## config.mk

```make
export PLATFORM = sky130hd
export DESIGN_NAME = rs_encoder_serial
export DESIGN_NICKNAME = d
export VERILOG_FILES = /design/src/rtl/rs_pkg.sv /design/src/rtl/rs_parity_lfsr.sv /design/src/rtl/rs_encoder_serial.sv
export SDC_FILE = /design/constraint.sdc
export NUM_CORES = 1
export LEC_CHECK = 0
export ABC_AREA = 0
export CAP_MARGIN = 5
export CORE_MARGIN = 2
export CORE_UTILIZATION = 30
export CTS_CLUSTER_SIZE = 30
export DETAILED_ROUTE_END_ITERATION = 8
export GPL_TIMING_DRIVEN = 0
export SYNTH_ARGS = -nofsm -noshare
export SYNTH_HDL_FRONTEND = slang
export SYNTH_HIERARCHICAL = 1
export SYNTH_SLANG_ARGS = --single-unit
```

## constraint.sdc

```tcl
create_clock -name clk -period 3.2 [get_ports clk]
set_input_delay 0.64 -clock clk [delete_from_list [all_inputs] [get_ports clk]]
set_output_delay 0.64 -clock clk [all_outputs]
set_load 0.03 [all_outputs]
```

## src/rtl/rs_pkg.sv

```systemverilog
// Shared RS(7,5) over GF(2^3) definitions: field constants, symbol type,
// GF multiply and the encoder state type.
package rs_pkg;

   localparam int SYMBOL_WIDTH = 3;
   localparam int N            = 7;
   localparam int K            = 5;
   localparam int CNT_W        = $clog2(K);

   localparam logic [SYMBOL_WIDTH:0] PRIM_POLY = 4'b1011;

   typedef logic [SYMBOL_WIDTH-1:0] sym_t;

   localparam sym_t G1 = 3'd6;
   localparam sym_t G0 = 3'd3;

   typedef enum logic {
      COLLECT = 1'b0,
      EMIT    = 1'b1
   } enc_state_t;

   // Carry-less product followed by reduction modulo x^3+x+1, top bit first.
   function automatic sym_t gf_mul(sym_t a, sym_t b);
      logic [2*SYMBOL_WIDTH-2:0] p;
      p = '0;
      for (int i = 0; i < SYMBOL_WIDTH; i++) begin
         if (b[i]) begin
            p = p ^ ({{(SYMBOL_WIDTH-1){1'b0}}, a} << i);
         end
      end
      for (int i = 2*SYMBOL_WIDTH-2; i >= SYMBOL_WIDTH; i--) begin
         if (p[i]) begin
            p = p ^ ({{(SYMBOL_WIDTH-2){1'b0}}, PRIM_POLY} << (i - SYMBOL_WIDTH));
         end
      end
      return p[SYMBOL_WIDTH-1:0];
   endfunction

endpackage

```

## src/rtl/rs_parity_lfsr.sv

```systemverilog
// Two-stage parity LFSR dividing by g(x)=x^2+G1*x+G0; exposes both the
// current remainder and the value it will take on the next shift.
module rs_parity_lfsr
   import rs_pkg::*;
(
   input  logic                    clk,
   input  logic                    reset,
   input  logic                    clr,
   input  logic                    shift,
   input  logic [SYMBOL_WIDTH-1:0] sym_in,
   output logic [SYMBOL_WIDTH-1:0] r1,
   output logic [SYMBOL_WIDTH-1:0] r0,
   output logic [SYMBOL_WIDTH-1:0] r1_next,
   output logic [SYMBOL_WIDTH-1:0] r0_next
);

   sym_t r1_q;
   sym_t r0_q;
   sym_t fb;

   assign fb      = sym_in ^ r1_q;
   assign r1_next = r0_q ^ gf_mul(fb, G1);
   assign r0_next = gf_mul(fb, G0);

   always_ff @(posedge clk or posedge reset) begin
      if (reset) begin
         r1_q <= '0;
         r0_q <= '0;
      end else if (clr) begin
         r1_q <= '0;
         r0_q <= '0;
      end else if (shift) begin
         r1_q <= r1_next;
         r0_q <= r0_next;
      end
   end

   assign r1 = r1_q;
   assign r0 = r0_q;

endmodule

```

## src/rtl/rs_encoder_serial.sv

```systemverilog
// Systematic RS(7,5) encoder: collects K symbols over a valid/ready link and
// presents the full codeword {c6..c0} on a second valid/ready link.
module rs_encoder_serial
   import rs_pkg::*;
(
   input  logic                      clk,
   input  logic                      reset,
   input  logic                      msg_valid,
   output logic                      msg_ready,
   input  logic [SYMBOL_WIDTH-1:0]   msg_sym,
   output logic                      cw_valid,
   input  logic                      cw_ready,
   output logic [N*SYMBOL_WIDTH-1:0] codeword
);

   enc_state_t                state_q, state_d;
   logic [CNT_W-1:0]          cnt_q, cnt_d;
   logic [N*SYMBOL_WIDTH-1:0] cw_q, cw_d, cw_load;
   sym_t                      msg_buf_q [K-1];
   logic                      msg_xfer;
   logic                      lfsr_clr;
   sym_t                      r1_cur, r0_cur, r1_next, r0_next;
   logic                      lfsr_state_unused;

   assign msg_xfer = msg_valid && msg_ready;

   rs_parity_lfsr u_lfsr (
      .clk     (clk),
      .reset   (reset),
      .clr     (lfsr_clr),
      .shift   (msg_xfer),
      .sym_in  (msg_sym),
      .r1      (r1_cur),
      .r0      (r0_cur),
      .r1_next (r1_next),
      .r0_next (r0_next)
   );

   // The registered remainder is only observed through r*_next at load time.
   assign lfsr_state_unused = ^{r1_cur, r0_cur};

   // Buffer slot gi holds c[N-1-gi]; the final symbol and parity bypass it.
   genvar gi;
   generate
      for (gi = 0; gi < K-1; gi++) begin : g_pack
         assign cw_load[(N-1-gi)*SYMBOL_WIDTH +: SYMBOL_WIDTH] = msg_buf_q[gi];
      end
   endgenerate

   assign cw_load[(N-K)*SYMBOL_WIDTH +: SYMBOL_WIDTH] = msg_sym;
   assign cw_load[SYMBOL_WIDTH +: SYMBOL_WIDTH]       = r1_next;
   assign cw_load[0 +: SYMBOL_WIDTH]                  = r0_next;

   always_ff @(posedge clk or posedge reset) begin
      if (reset) begin
         for (int i = 0; i < K-1; i++) begin
            msg_buf_q[i] <= '0;
         end
      end else begin
         for (int i = 0; i < K-1; i++) begin
            if (msg_xfer && cnt_q == CNT_W'(i)) begin
               msg_buf_q[i] <= msg_sym;
            end
         end
      end
   end

   always_comb begin
      state_d   = state_q;
      cnt_d     = cnt_q;
      cw_d      = cw_q;
      msg_ready = 1'b0;
      cw_valid  = 1'b0;
      lfsr_clr  = 1'b0;
      case (state_q)
         COLLECT: begin
            msg_ready = 1'b1;
            if (msg_valid) begin
               if (cnt_q == CNT_W'(K-1)) begin
                  state_d = EMIT;
                  cnt_d   = '0;
                  cw_d    = cw_load;
               end else begin
                  cnt_d = cnt_q + CNT_W'(1);
               end
            end
         end
         EMIT: begin
            cw_valid = 1'b1;
            if (cw_ready) begin
               state_d  = COLLECT;
               lfsr_clr = 1'b1;
            end
         end
         default: begin
            state_d = COLLECT;
         end
      endcase
   end

   always_ff @(posedge clk or posedge reset) begin
      if (reset) begin
         state_q <= COLLECT;
         cnt_q   <= '0;
         cw_q    <= '0;
      end else begin
         state_q <= state_d;
         cnt_q   <= cnt_d;
         cw_q    <= cw_d;
      end
   end

   assign codeword = cw_q;

endmodule
```

==> run metrics, run 1 <==
r2r setup slk roughly 1.5 ns; Final Hold Fails 0; TritonCTS clock tree yes; Max-Cap Viols 0; RD Place Congestion about 0.73; Worst-path clk slew roughly 0.08 ns; max-slew violations 0; Sw Ratio around a third; Hold Crit Start cw_load[9]; final WL 3430 um; R2R Path Start state_q; #FFs+latches synth 43; peak fanout along the critical path 10; fmax 467 MHz; Synth top area share 52.7%; Synth cell types 29; number of synthesized flops with an enable pin 0; Initial DRT Pass Iterations 4; Syn Nets around 150; Die ar. about 7500 um^2; RSZ-0062 raised after global routing false; power share of the sequential group about a third; FP Rows 30; hpwl dp ~2400 um; total clock sinks 43; Core Footprint between 6000 and 7000 um^2; # diodes 0; synth cell count leaders 43 x dfrtp_1, 28 x mux2_4, 9 x inv_1; number of H-tree levels 2; post-route setup slack 1.06 ns; Critical Path AT between 2 and 2.5 ns; PortBufs 29; sequential fraction of the synthesis area a little over half; Remaining DRCs 0; Post-CTS Resized 0; largest cells by area after synthesis dfrtp_1 53%, mux2_4 21%, ha_1 3.1%; CP Launch Type primary input; remaining antenna violation count 0; maximum vdd drop 0.276 mV; yosys warns 6; setup bufs post-CTS 0; DR vias 1085; Final TNS setup 0 ns; CTS Buffer Depth 2; root buf cell clkbuf_8; Final nets between 150 and 200; antenna violations before repair 0; Setup crit end kind flip-flop; most common cell in the synthesized netlist dfrtp_1; PD cells about 1200 nW/um^2; GRT overflow 0; internal power 1.92 mW; fin crit share approximately 67%; die height roughly 86 um; synthesized instance count 135; GRT Util Overall 10.3%; ys flop type dfrtp_1; reg2reg end u_lfsr/r1[1]; pin count of the biggest net entering global routing 38; pre-CTS setup slack approximately 0.75 ns; Initial Utilization between 30% and 40%; post-synth top area cell dfrtp_1; Die X 86.5 um; share of layout cells above drive strength 1 31.4%; hold depth 1; vias in the first global route 1130; Mapped Area 2040 um^2; fillers approximately 640; clock skew 0.00319 ns; WHS Endpoint codeword[9]; Synth async-reset ratio 100%; worst path required time 3.42 ns; status finished, final reports clean; Final min period between 2 and 2.5 ns; Tightest Pin Transition ~0.77 ns; P_leak around 1.2 nW; worst-skew pair later-pin latency around 0.30 ns; total CTS buffers 5; Syn-to-layout area delta 25.8%; Power Total between 2 and 3 mW; Avg Cell Area, Syn around 15 um^2; WL/cell 13.6 um; Psw 1.03 mW; DRT iter0 DRCs 29; combinational fraction of design power between 40% and 50%; clock power share ~17%; final setup violation count 0; slew margin rel. 48.6%; Hold Buf Count CTS 0; I/O pin total 30; worst r2r path cells 6; first-pass GRT wire length between 5000 and 6000 um; Setup CP Type in2reg; Tightest Hold Check Type reg2reg; via/cell ratio around 4.3
power groups by stage:
stage	registers (mW)	clock network [mW]	logic (mW)
after floorplan	1.23	0	0.819
after global placement	0.994	0	1.46
after detailed placement	1.00	0	1.48
after CTS	0.992	0.515	1.48
after global routing	1.03	0.532	1.58
final	0.987	0.503	1.46
how the worst max path moves through the flow:
stage / from / end / slack (ns) / cells after the start
detailed placement: msg_valid / u_lfsr/r1[1] / 0.75 / 7
global route: msg_valid / u_lfsr/r1[1] / 0.87 / 7
finish: msg_valid / u_lfsr/r1[1] / 1.06 / 7
global placement: msg_sym[0] / codeword[5] / 0.75 / 4
floorplan: msg_valid / u_lfsr/r1[1] / 1.39 / 6
CTS: msg_valid / u_lfsr/r1[1] / 1.06 / 7
layer usage:
| layer | track usage [%] | part of all wire (%) | vias to the layer above |
|---|---|---|---|
| met5 | 0 | 0 | - |
| met4 | 3.84 | 1.3 | 0 |
| met3 | 3.05 | 4.1 | 6 |
| met2 | 15.4 | 43 | 22 |
| met1 | 14.2 | 51 | 531 |
| li1 | - | - | 526 |
worst max-delay path, cell delays in order:
cell	delay, ns
clkdlybuf4s50_1	0.46
nor2b_4	0.18
buf_6	0.15
clkbuf_1	0.27
inv_1	0.14
or3_1	0.36
a21oi_1	0.16
final cells by class:
| class | instances | area (um^2) | share of cell area [%] |
|---|---|---|---|
| Sequential cell | 43 | 1080 | 41.9 |
| Multi-Input combinational cell | 79 | 893 | 34.8 |
| Timing Repair Buffer | 29 | 290 | 11.3 |
| Tap cell | 80 | 100 | 3.90 |
| Clock buffer | 5 | 68.8 | 2.68 |
| Clock inverter | 3 | 67.6 | 2.63 |
| Buffer | 4 | 37.5 | 1.46 |
| Inverter | 9 | 33.8 | 1.32 |
registers in the layout, indices dropped and copies added, names as in the netlist:
register / flops
u_lfsr/r1: 3
cnt_q: 3
cw_load: 12
u_lfsr/r0: 3
codeword: 21
state_q: 1
placed cells by master (no fill, tap or decap), drive strengths merged:
cell type       n
nor2b           1
nand3           1
bufinv          2
o22ai           1
a31o            1
clkinvlp        1
xnor2           8
a211oi          1
mux2           33
a21oi           1
and2            1
buf             3
nor3            1
mux2i           2
dfrtp          43
inv             9
or3             1
clkdlybuf4s50  29
xor2            2
nor2            6
o21ai           3
o21a            1
xor3            1
and3            4
xnor3           1
ha              5
clkbuf          6
nand2           4
logic make-up after synthesis:
group	share of synthesized area (%)
AOI/OAI and AO/OA	2.45
xor gates and xnor gates	7.73
adders and majority gates	3.07
buffers and inverters	3.49
DFF	52.7
muxes	24.3
and+or+nand+nor	6.19
per-stage QoR:
stage                     util (%)  instance area (um^2)  cells  hold slack (ns)
after floorplan                  -                  2040    135            0.431
after global placement        36.4                  2430    244            0.484
after detailed placement      36.4                  2430    244            0.493
after CTS                     38.4                  2570    252            0.506
after global routing          38.4                  2570    252            0.521
final                         38.4                  2570    252            0.510
Power figures use the tool's default switching activity.
==> inputs of run 2 (changes only) <==
==> constraint.sdc (replaced) <==
create_clock -name clk -period 2.2 [get_ports clk]
set_input_delay 0.44 -clock clk [delete_from_list [all_inputs] [get_ports clk]]
set_output_delay 0.44 -clock clk [all_outputs]
set_load 0.03 [all_outputs]
==> results of run 2 <==
Same layout as run 1 (identical final DEF). Status: finished, final reports clean.
Main changes from that run: setup slack after placement 0.750 ns -> -0.0495 ns; setup slack after layout 1.06 ns -> 0.258 ns; hold slack 0.510 ns -> 0.395 ns; register-to-register setup slack 1.45 ns -> 0.45 ns; total power 2.95 mW -> 4.30 mW; worst IR drop on VDD 0.276 mV -> 0.402 mV
